### config.mk
export PLATFORM = sky130hd
export DESIGN_NAME = mcht_link_sched_flat
export DESIGN_NICKNAME = d
export VERILOG_FILES = /design/src/rtl/mcht_pkg.sv /design/src/rtl/mcht_link_sched_if.sv /design/src/rtl/mcht_rr_arb.sv /design/src/rtl/mcht_link_sched.sv /design/src/flat_wrapper.sv
export SDC_FILE = /design/constraint.sdc
export NUM_CORES = 1
export LEC_CHECK = 0
export CORE_MARGIN = 1.5
export CORE_UTILIZATION = 40
export CTS_CLUSTER_SIZE = 14
export DETAILED_ROUTE_END_ITERATION = 6
export GPL_TIMING_DRIVEN = 0
export HOLD_SLACK_MARGIN = 0.03
export PLACE_DENSITY = 0.77
export SLEW_MARGIN = 20
export SYNTH_ARGS = -nofsm -noshare
export SYNTH_HDL_FRONTEND = slang
export SYNTH_SLANG_ARGS = --single-unit
export TNS_END_PERCENT = 100
### constraint.sdc
create_clock -name CLK100M -period 2 [get_ports CLK100M]
set_clock_uncertainty 0.2 [all_clocks]
set_input_delay 0.4 -clock CLK100M [delete_from_list [all_inputs] [get_ports CLK100M]]
set_output_delay 0.4 -clock CLK100M [all_outputs]
set_load 0.05 [all_outputs]
### src/rtl/mcht_pkg.sv
// Shared types and defaults for the half-duplex Manchester link scheduler.
//   mcht_state_e   : scheduler FSM states (also exported for debug)
//   MCHT_*         : default message width, requester count, turnaround
//                    guard, response timeout and encoder-busy wait limit
package mcht_pkg;

  localparam int MCHT_MSG_LEN  = 16;
  localparam int MCHT_NREQ     = 4;
  localparam int MCHT_TURN     = 32;
  localparam int MCHT_RSP_TO   = 4096;
  // Cycles to wait for the encoder to raise ENC_BUSY before assuming it
  // already finished (very short frame or missed busy).
  localparam int MCHT_BUSY_MAX = 8;

  typedef enum logic [2:0] {
    eIDLE    = 3'd0,
    eGRANT   = 3'd1,
    eSTART   = 3'd2,
    eW4_BUSY = 3'd3,
    eW4_TX   = 3'd4,
    eTURN    = 3'd5,
    eW4_RSP  = 3'd6,
    eDONE    = 3'd7
  } mcht_state_e;

endpackage

### src/rtl/mcht_link_sched_if.sv
// Bundle of all non-clock signals of mcht_link_sched.
//   slave  : scheduler view (drives GNT, RSP_*, ENC_MSG, ENC_START, dbg_state)
//   master : environment view (requesters, encoder, decoder)
//
// Handshake summary:
//   - Requester i raises REQ[i] (level) with its word on REQ_MSG and holds it
//     until it sees RSP_DONE while GNT[i] is high. GNT is one-hot and stays
//     high for the whole transaction, including the RSP_DONE cycle.
//   - RSP_DONE is a single-cycle pulse; RSP_TO qualifies it (timeout), and
//     RSP_MSG is meaningful only when RSP_DONE & ~RSP_TO.
//   - ENC_START is a single-cycle pulse; ENC_MSG stays stable until the
//     encoder drops ENC_BUSY. DEC_VLD is an asynchronous level whose rising
//     edge marks a new DEC_MSG.
interface mcht_link_sched_if
  import mcht_pkg::*;
#(
  parameter int pNREQ    = MCHT_NREQ,
  parameter int pMSG_LEN = MCHT_MSG_LEN
);
  logic [pNREQ-1:0]          REQ;
  logic [pNREQ*pMSG_LEN-1:0] REQ_MSG;
  logic [pNREQ-1:0]          GNT;
  logic [pMSG_LEN-1:0]       RSP_MSG;
  logic                      RSP_DONE;
  logic                      RSP_TO;
  logic [pMSG_LEN-1:0]       ENC_MSG;
  logic                      ENC_START;
  logic                      ENC_BUSY;
  logic [pMSG_LEN-1:0]       DEC_MSG;
  logic                      DEC_VLD;
  mcht_state_e               dbg_state;

  modport slave (
    input  REQ, REQ_MSG, ENC_BUSY, DEC_MSG, DEC_VLD,
    output GNT, RSP_MSG, RSP_DONE, RSP_TO, ENC_MSG, ENC_START, dbg_state
  );

  modport master (
    output REQ, REQ_MSG, ENC_BUSY, DEC_MSG, DEC_VLD,
    input  GNT, RSP_MSG, RSP_DONE, RSP_TO, ENC_MSG, ENC_START, dbg_state
  );
endinterface

### src/rtl/mcht_rr_arb.sv
// Combinational round-robin pick.
//   rr_ptr : lane with highest priority this round
//   req    : request levels
//   gnt    : one-hot grant of the first set request at or after rr_ptr
//   idx    : binary index of that lane
//   any    : at least one request set
module mcht_rr_arb #(
  parameter int pNREQ = 4,
  localparam int IW   = $clog2(pNREQ)
) (
  input  logic [IW-1:0]    rr_ptr,
  input  logic [pNREQ-1:0] req,
  output logic [pNREQ-1:0] gnt,
  output logic [IW-1:0]    idx,
  output logic             any
);
  // One extra bit so rr_ptr + k never overflows before the wrap subtract.
  localparam int SW = IW + 1;

  logic [SW-1:0] lane;

  always_comb begin
    any  = 1'b0;
    idx  = '0;
    lane = '0;
    for (int k = 0; k < pNREQ; k++) begin
      lane = {1'b0, rr_ptr} + SW'(k);
      if (lane >= SW'(pNREQ)) lane = lane - SW'(pNREQ);
      if (!any && req[lane[IW-1:0]]) begin
        any = 1'b1;
        idx = lane[IW-1:0];
      end
    end
    gnt = any ? (pNREQ'(1) << idx) : '0;
  end
endmodule

### src/rtl/mcht_link_sched.sv
// Half-duplex Manchester link scheduler. Shares one encoder among pNREQ
// requesters in round-robin order; per transaction it sends the request
// word, waits out the line turnaround, then waits for the decoder's
// response word or a timeout.
//   CLK100M, RST_N : clock, asynchronous active-low reset
//   bus (slave)    : requester, encoder and decoder signals plus dbg_state
module mcht_link_sched
  import mcht_pkg::*;
#(
  parameter int pNREQ    = MCHT_NREQ,
  parameter int pMSG_LEN = MCHT_MSG_LEN,
  parameter int pTURN    = MCHT_TURN,
  parameter int pRSP_TO  = MCHT_RSP_TO
) (
  input logic              CLK100M,
  input logic              RST_N,
  mcht_link_sched_if.slave bus
);
  localparam int IW = $clog2(pNREQ);
  localparam int TW = $clog2(pTURN);
  localparam int OW = $clog2(pRSP_TO);

  mcht_state_e         state, nxt;
  logic [pNREQ-1:0]    gnt_q, arb_gnt;
  logic [IW-1:0]       idx_q, rr_ptr, arb_idx;
  logic                arb_any;
  logic [pMSG_LEN-1:0] enc_msg_q, rsp_msg_q;
  logic                enc_start_q, rsp_done_q, rsp_to_q;
  logic                enc_start_d, rsp_done_d, rsp_to_d, rsp_cap;
  logic [2:0]          busy_cnt;
  logic [TW-1:0]       turn_cnt;
  logic [OW-1:0]       to_cnt;
  logic                dec_s1, dec_s2, dec_s3, dec_new;

  mcht_rr_arb #(.pNREQ(pNREQ)) u_arb (
    .rr_ptr (rr_ptr),
    .req    (bus.REQ),
    .gnt    (arb_gnt),
    .idx    (arb_idx),
    .any    (arb_any)
  );

  // DEC_VLD crosses from the decoder clock: two sync flops, then a
  // registered rising-edge detect so a held level is only seen once.
  always_ff @(posedge CLK100M or negedge RST_N) begin
    if (!RST_N) begin
      dec_s1  <= 1'b0;
      dec_s2  <= 1'b0;
      dec_s3  <= 1'b0;
      dec_new <= 1'b0;
    end else begin
      dec_s1  <= bus.DEC_VLD;
      dec_s2  <= dec_s1;
      dec_s3  <= dec_s2;
      dec_new <= dec_s2 & ~dec_s3;
    end
  end

  // State register
  always_ff @(posedge CLK100M or negedge RST_N) begin
    if (!RST_N) state <= eIDLE;
    else        state <= nxt;
  end

  // Next-state logic
  always_comb begin
    nxt = state;
    case (state)
      eIDLE:    if (arb_any) nxt = eGRANT;
      eGRANT:   nxt = eSTART;
      eSTART:   nxt = eW4_BUSY;
      eW4_BUSY: begin
        if (bus.ENC_BUSY)                           nxt = eW4_TX;
        else if (busy_cnt == 3'(MCHT_BUSY_MAX - 1)) nxt = eTURN;
      end
      eW4_TX:   if (!bus.ENC_BUSY) nxt = eTURN;
      eTURN:    if (turn_cnt == '0) nxt = eW4_RSP;
      // A response arriving on the last timeout cycle still counts.
      eW4_RSP:  if (dec_new || to_cnt == '0) nxt = eDONE;
      eDONE:    nxt = eIDLE;
      default:  nxt = eIDLE;
    endcase
  end

  // Output decode. Strobes are decoded from the next state and registered,
  // so ENC_START/RSP_DONE/RSP_TO come straight from flops.
  always_comb begin
    enc_start_d = (nxt == eSTART);
    rsp_done_d  = (nxt == eDONE);
    rsp_cap     = (state == eW4_RSP) && dec_new;
    rsp_to_d    = (state == eW4_RSP) && (nxt == eDONE) && !dec_new;
  end

  // Datapath: grant, words, counters, strobes
  always_ff @(posedge CLK100M or negedge RST_N) begin
    if (!RST_N) begin
      gnt_q       <= '0;
      idx_q       <= '0;
      rr_ptr      <= '0;
      enc_msg_q   <= '0;
      rsp_msg_q   <= '0;
      enc_start_q <= 1'b0;
      rsp_done_q  <= 1'b0;
      rsp_to_q    <= 1'b0;
      busy_cnt    <= '0;
      turn_cnt    <= '0;
      to_cnt      <= '0;
    end else begin
      enc_start_q <= enc_start_d;
      rsp_done_q  <= rsp_done_d;
      rsp_to_q    <= rsp_to_d;
      if (rsp_cap) rsp_msg_q <= bus.DEC_MSG;

      if (state == eIDLE && arb_any) begin
        gnt_q <= arb_gnt;
        idx_q <= arb_idx;
      end
      if (state == eGRANT) enc_msg_q <= bus.REQ_MSG[idx_q*pMSG_LEN +: pMSG_LEN];
      if (state == eSTART)    busy_cnt <= '0;
      if (state == eW4_BUSY)  busy_cnt <= busy_cnt + 3'd1;
      if (state == eDONE) begin
        gnt_q  <= '0;
        rr_ptr <= (idx_q == IW'(pNREQ - 1)) ? '0 : idx_q + IW'(1);
      end

      if (state != eTURN && nxt == eTURN)            turn_cnt <= TW'(pTURN - 1);
      else if (state == eTURN && turn_cnt != '0)     turn_cnt <= turn_cnt - TW'(1);

      if (state != eW4_RSP && nxt == eW4_RSP)        to_cnt <= OW'(pRSP_TO - 1);
      else if (state == eW4_RSP && to_cnt != '0)     to_cnt <= to_cnt - OW'(1);
    end
  end

  assign bus.GNT       = gnt_q;
  assign bus.ENC_MSG   = enc_msg_q;
  assign bus.ENC_START = enc_start_q;
  assign bus.RSP_MSG   = rsp_msg_q;
  assign bus.RSP_DONE  = rsp_done_q;
  assign bus.RSP_TO    = rsp_to_q;
  assign bus.dbg_state = state;
endmodule

### src/flat_wrapper.sv
// flat-port wrapper written by rule: the top's interface ports become plain ports
module mcht_link_sched_flat import mcht_pkg::*;
#(
  parameter int pNREQ    = MCHT_NREQ,
  parameter int pMSG_LEN = MCHT_MSG_LEN,
  parameter int pTURN    = MCHT_TURN,
  parameter int pRSP_TO  = MCHT_RSP_TO
)
  (CLK100M, RST_N, bus_REQ, bus_REQ_MSG, bus_ENC_BUSY, bus_DEC_MSG, bus_DEC_VLD, bus_GNT, bus_RSP_MSG, bus_RSP_DONE, bus_RSP_TO, bus_ENC_MSG, bus_ENC_START, bus_dbg_state);
  mcht_link_sched_if #(.pNREQ(pNREQ), .pMSG_LEN(pMSG_LEN)) bus_i ();
  input logic CLK100M;
  input logic RST_N;
  input wire logic [$bits(bus_i.REQ)-1:0] bus_REQ;
  input wire logic [$bits(bus_i.REQ_MSG)-1:0] bus_REQ_MSG;
  input wire logic [$bits(bus_i.ENC_BUSY)-1:0] bus_ENC_BUSY;
  input wire logic [$bits(bus_i.DEC_MSG)-1:0] bus_DEC_MSG;
  input wire logic [$bits(bus_i.DEC_VLD)-1:0] bus_DEC_VLD;
  output wire logic [$bits(bus_i.GNT)-1:0] bus_GNT;
  output wire logic [$bits(bus_i.RSP_MSG)-1:0] bus_RSP_MSG;
  output wire logic [$bits(bus_i.RSP_DONE)-1:0] bus_RSP_DONE;
  output wire logic [$bits(bus_i.RSP_TO)-1:0] bus_RSP_TO;
  output wire logic [$bits(bus_i.ENC_MSG)-1:0] bus_ENC_MSG;
  output wire logic [$bits(bus_i.ENC_START)-1:0] bus_ENC_START;
  output wire logic [$bits(bus_i.dbg_state)-1:0] bus_dbg_state;
  assign bus_i.REQ = bus_REQ;
  assign bus_i.REQ_MSG = bus_REQ_MSG;
  assign bus_i.ENC_BUSY = bus_ENC_BUSY;
  assign bus_i.DEC_MSG = bus_DEC_MSG;
  assign bus_i.DEC_VLD = bus_DEC_VLD;
  assign bus_GNT = bus_i.GNT;
  assign bus_RSP_MSG = bus_i.RSP_MSG;
  assign bus_RSP_DONE = bus_i.RSP_DONE;
  assign bus_RSP_TO = bus_i.RSP_TO;
  assign bus_ENC_MSG = bus_i.ENC_MSG;
  assign bus_ENC_START = bus_i.ENC_START;
  assign bus_dbg_state = bus_i.dbg_state;
  mcht_link_sched #(.pNREQ(pNREQ), .pMSG_LEN(pMSG_LEN), .pTURN(pTURN), .pRSP_TO(pRSP_TO)) u_core (.CLK100M(CLK100M), .RST_N(RST_N), .bus(bus_i));
endmodule
==> results.json <==
{
  "status": "complete, but fails checks",
  "violations": "negative setup slack",
  "endpoint_kind": "flop",
  "layout_common_cells": "86 x clkdlybuf4s50_1, 65 x dfrtp_1, 42 x dlygate4sd2_1, 35 x mux2_2, 24 x nand2_1",
  "hold_path.class": "flop to flop",
  "utilization_pct": 64.7,
  "ys_seq_area_share_pct": 50.9,
  "areaGrowthSynthToFinish_pct": 55.5,
  "worst-path-max-fanout": 6,
  "clock_latency_ps": 350,
  "syn_nets": 373,
  "crit_required_ps": 2020,
  "cp.arrival_ps": 2050,
  "clkSinkCount": 70,
  "setup_viol_count_final": 1,
  "cts_tree": "yes",
  "grt_util_all_layers_pct": 20.0,
  "setup_slack_ps": -31.4,
  "rsz0062_at_grt": "yes",
  "syn_inst": 279,
  "grt_first_pass_wirelength_um": 13900,
  "p_leak_nw": 2.33,
  "grt_max_degree": 40,
  "period_needed_ps": 2030,
  "antenna_found_initial": 0,
  "synth_compound_area_share_pct": 6.44,
  "h-tree-depth": 3,
  "die_y_um": 95.7,
  "clkSlewWorstSetupHoldPaths_ps": 80,
  "routedWlPerCell_um": 16.0,
  "first_global_vias": 2993,
  "ios": 130,
  "hold_ws_ps": 161,
  "final_max_slew_viol_count": 0,
  "ant_nets": 0,
  "die_w_um": 95.7,
  "cap_viol_max_count": 0,
  "gp_congestion": 0.804,
  "final_common_cell": "clkdlybuf4s50_1",
  "fin_crit_sh_pct": 102,
  "netlist_area_sq_mm": 0.00344,
  "final_cell_area_sq_mm": 0.00535,
  "cts_buffers": 9,
  "reg2reg_depth": 5,
  "synthSimpleGateAreaFrac_pct": 13.1,
  "clock_path_buffers": 2,
  "synth-adder-area-share_pct": 2.18,
  "start_util_pct": 41.6,
  "core_area_sq_mm": 0.00826,
  "final_nets": 527,
  "hpwl_um": 6400,
  "placed_area_sq_mm": 0.00490,
  "relSlewSlack_pct": 64.0,
  "fmax_ghz": 0.492,
  "drt-vias-per-instance": 5.29,
  "yosysWarnings": 0,
  "antenna_cells": 0,
  "ys_seq_elements": 70,
  "p_per_area_mw_per_mm2": 1450,
  "synthMuxAreaShare_pct": 21.9,
  "finalSetupTns_ps": -31.4,
  "grt_remaining_overflow": 0,
  "layout-drive-gt1-share_pct": 28.3,
  "synth_top_family_by_area": "multiplexers",
  "critPathKind": "flop to flop",
  "ir_worst_vdd_uv": 1110,
  "hold_depth": 0,
  "worst_setup_path_start_kind": "flop",
  "syn_avg_cell_area_sq_um": 12.3,
  "remaining_drc_errors": 0,
  "tightest_slew_ps": 543,
  "firstDrtPassIters": 4,
  "drtIter0Drc": 91,
  "drt-total-wl_um": 8710,
  "die_area_sq_mm": 0.00916,
  "row_count": 33,
  "vias": 2872,
  "cts-root-buf": "clkbuf_8",
  "portBuffers": 129,
  "yosys.area_share.xor_xnor_pct": 2.29,
  "ys_types": 45,
  "hold_violations": 0
}
-- state kept, by name (all words and copies together), names as in the netlist --
name / count
u_core.dec_s1: 1
u_core.bus.GNT: 4
u_core.dec_s3: 1
u_core.rr_ptr: 2
u_core.bus.RSP_MSG: 16
u_core.bus.RSP_TO: 1
u_core.bus.ENC_START: 1
u_core.to_cnt: 12
u_core.turn_cnt: 5
u_core.dec_s2: 1
u_core.busy_cnt: 3
u_core.bus.dbg_state: 3
u_core.dec_new: 1
u_core.bus.RSP_DONE: 1
u_core.idx_q: 2
u_core.bus.ENC_MSG: 16
-- cell families after synthesis --
logic type / after synthesis
and+or+nand+nor: 82
DFF: 70
muxes: 51
AOI/OAI and AO/OA: 36
buffers and inverters: 25
xor gates and xnor gates: 9
adders and majority gates: 6
-- path summary, 6_finish.rpt --
check / endpoint / slack (ps) / start
hold reg to reg: u_core.dec_s2 / 160 / u_core.dec_s1
hold / removal: u_core.dec_s2 / 160 / u_core.dec_s1
setup reg to reg: u_core.to_cnt[10] / -30 / u_core.to_cnt[8]
max in group asynchronous: u_core.bus.dbg_state[2] / 720 / RST_N
min in group asynchronous: u_core.bus.RSP_MSG[13] / 310 / RST_N
setup / recovery: u_core.to_cnt[10] / -30 / u_core.to_cnt[8]
-- power by group --
part	switching, mW	internal [mW]	total (mW)	leakage [nW]
combinational	2.58	1.63	4.21	1.37
sequential	0.301	1.94	2.24	0.848
clock	0.584	0.719	1.30	0.115
total	3.47	4.29	7.76	2.33
-- critical path, stage by stage (launching register included) --
cell and delay [ps]:
dfrtp_2 460, or4_4 570, o2111ai_4 290, nor4_4 100, xnor2_1 200, nand2_1 80
-- cells in the mapped netlist, drive strengths merged --
cell      n  share of area [%]
nor2      4               0.44
or3       4               0.80
o31a      1               0.25
o211ai    1               0.22
nor4b     1               0.25
nand2b    6                1.1
dfrtp    70                 51
a22o      1               0.25
xor2      3               0.76
and3b     1               0.25
nand3    14                2.0
ha        6                2.2
or4       2               0.55
o41ai     2               0.51
a221oi    1               0.25
and2      1               0.18
xnor2     6                1.5
and3      3               0.55
o2111ai   1               0.25
nand3b    1               0.22
nor4      5                1.1
nand2    25                2.8
or4b      1               0.29
mux2     35                 11
a21oi     7                1.0
o32a      1               0.29
clkbuf    6               0.69
inv      10                1.1
nor2b     5               0.91
nor3      7                1.0
o31ai     2               0.44
o21ai    17                2.5
nor3b     2               0.58
mux4     16                 10
buf       9                1.3
o32ai     1               0.25
a21o      1               0.22
-- area by class of cell --
class                      instances  area (sq um)
tap                              105           131
clock inverter                     7           104
inverter                          10          37.5
multi-input combinational        184          1730
timing repair buffer             147          1390
clock buffer                       9           124
sequential                        70          1760
fill                             647          2910
buffer                            11          73.8
-- routing by layer --
layer,global-route usage (%),wire (um),vias up
met2,35.1,4710,96
met1,22.3,3220,1428
met4,8.58,193,0
li1,-,-,1331
met3,6.24,583,17
met5,0,0,-
-- through the flow --
stage / std cells / setup slack [ps] / power (mW)
2_1_floorplan: 279 / 4.84 / 5.20
3_3_place_gp: 513 / -2280 / 6.52
3_5_place_dp: 514 / -519 / 6.63
4_1_cts: 532 / -13.3 / 7.76
5_1_grt: 543 / -74.6 / 8.18
6_report: 543 / -31.4 / 7.76
-- what timing repair did --
action                                 4_1_cts  5_1_grt
setup buffers                                3       13
hold buffers                                 1        0
endpoints found under the hold margin       31        0
resized for setup                           61       20
pin swaps                                    3        6
setup endpoints to repair                   73       37
(Power assumes the default switching activity.)
==> edit: new RTL, same settings <==
Set the package constant `MCHT_NREQ` to 2 (it was 4).
--- a/src/rtl/mcht_pkg.sv
+++ b/src/rtl/mcht_pkg.sv
@@ -7,3 +7,3 @@
   localparam int MCHT_MSG_LEN  = 16;
-  localparam int MCHT_NREQ     = 4;
+  localparam int MCHT_NREQ     = 2;
   localparam int MCHT_TURN     = 32;
Interface: changed (resized bus_GNT, bus_REQ and bus_REQ_MSG); port bits go from 130 to 94. The function was not compared with the original's and may differ.
==> edit against the original RTL <==
  * The run still ends with negative setup slack left
  * Die area down 12%
  * Power is 16% lower
  * Sequential share of layout area rose by 4.1 points
  * Final area down 16%
  * Routed wire length decreased by 16%
  * Area after synthesis is 12% lower
  * Setup slack worse by 0.085 ns
  * Sequential cell count is 4 lower
  * Critical endpoint is now u_core.to_cnt[11]
==> edit: results (changes against the original RTL) <==
violations: "negative setup slack"
synth_top_cells_by_area: "dfrtp_1, mux2i_1, mux2_2, nor2_1, a21oi_1"
drive_gt1_share_pct: 20.9  # -7.5 points
place.gp.congestion: 0.795  # -1.2%
crit_fanout: 2  # -4
arrival_ns: 2.13  # +0.08 ns
worstHoldStart: "u_core.dec_s1"
hpwlAfterDp_mm: 5.11  # -20%
syn_nets: 333  # -11%
r2r_cells: 4  # -1
critPathCapture: "u_core.to_cnt[11]"
irDropWorstVdd_uv: 1030  # -7.3%
worst_slack_ns: -0.116  # -0.0847 ns
outcome: "finished, violations left"
ys_types: 48  # +6.7%
port_buffers: 93  # -28%
relSlewSlack_pct: 58.4  # -5.6 points
globalRouteMet1Util_pct: 22.3  # about the same
grt_use_total_pct: 18.7  # -1.4 points
wl_met3_microns: 582  # -0.17%
totalWireLength_mm: 7.31  # -16%
p_comb_uw: 3430  # -19%
criticalPathCategory: "reg -> reg"
p_leak_uw: 0.00199  # -15%
route.met2.wl_mm: 3.59  # -24%
grtUsageMet3_pct: 6.09  # -0.15 points
clkPwrFrac_pct: 15.3  # -1.5 points
grt_pass1_wl_mm: 12.1  # -13%
post_cts_buffers: 10  # +7
htreeDepth: 3  # unchanged
grt_max_degree: 44  # +10%
viasPerCell: 5.12  # -3.1%
clock_latency_ns: 0.34
r2r-start: "u_core.to_cnt[5]"
synth_compound_area_share_pct: 10.8  # +4.4 points
dp_slack_ns: -0.218  # +0.302 ns
synth_xor_area_share_pct: 0.579  # -1.7 points
seq_area_frac_synth_pct: 54.6  # +3.7 points
nFillCells: 634  # -2.0%
dr.first_iter.drc_count: 92  # +1.1%
cts_resized: 54  # -11%
setup_viol: 2  # +1
yosys.area_share.adder_pct: 2.07  # -0.11 points
wl_met1_mm: 3.00  # -6.8%
swShare_pct: 48.0  # +3.3 points
p_per_area_nw_per_um2: 1440  # -0.41%
synthMuxAreaShare_pct: 12.6  # -9.4 points
met2_usage_pct: 31.1  # -4.0 points
cpPeakStageDelay_ns: 0.52  # -0.05 ns
synth_commonest_cells: "dfrtp_1, nor2_1, mux2i_1"
first_global_vias: 2582  # -14%
edit: cell types whose count changed after synthesis, sizes merged, moves of 9 or more:
cell   before  now
nor2        4   26
a21oi       7   18
mux2       35   16
mux2i       0   20
mux4       16    0
nand2      25   16
edit: per-stage QoR:
step | util, % | instance area, sq um | instances | hold WS [ns] | TNS, ns
final | 61.5 | 4490 | 497 | 0.156 | -0.173
after global routing | 61.5 | 4490 | 497 | 0.182 | -0.327
after CTS | 60.3 | 4390 | 494 | 0.159 | -0.140
after detailed placement | 56.3 | 4110 | 467 | 0.128 | -2.24
after global placement | 56.1 | 4090 | 466 | 0.132 | -124.95
after floorplan | - | 3040 | 274 | -0.0956 | -0.124
edit: layout make-up:
type / instances / share of cell area [%]
clock buffer: 10 / 3.07
tap: 99 / 2.76
inverter: 6 / 0.502
sequential: 66 / 36.9
timing repair buffer: 108 / 22.4
clock inverter: 6 / 0.948
buffer: 13 / 1.53
multi-input combinational: 189 / 31.8
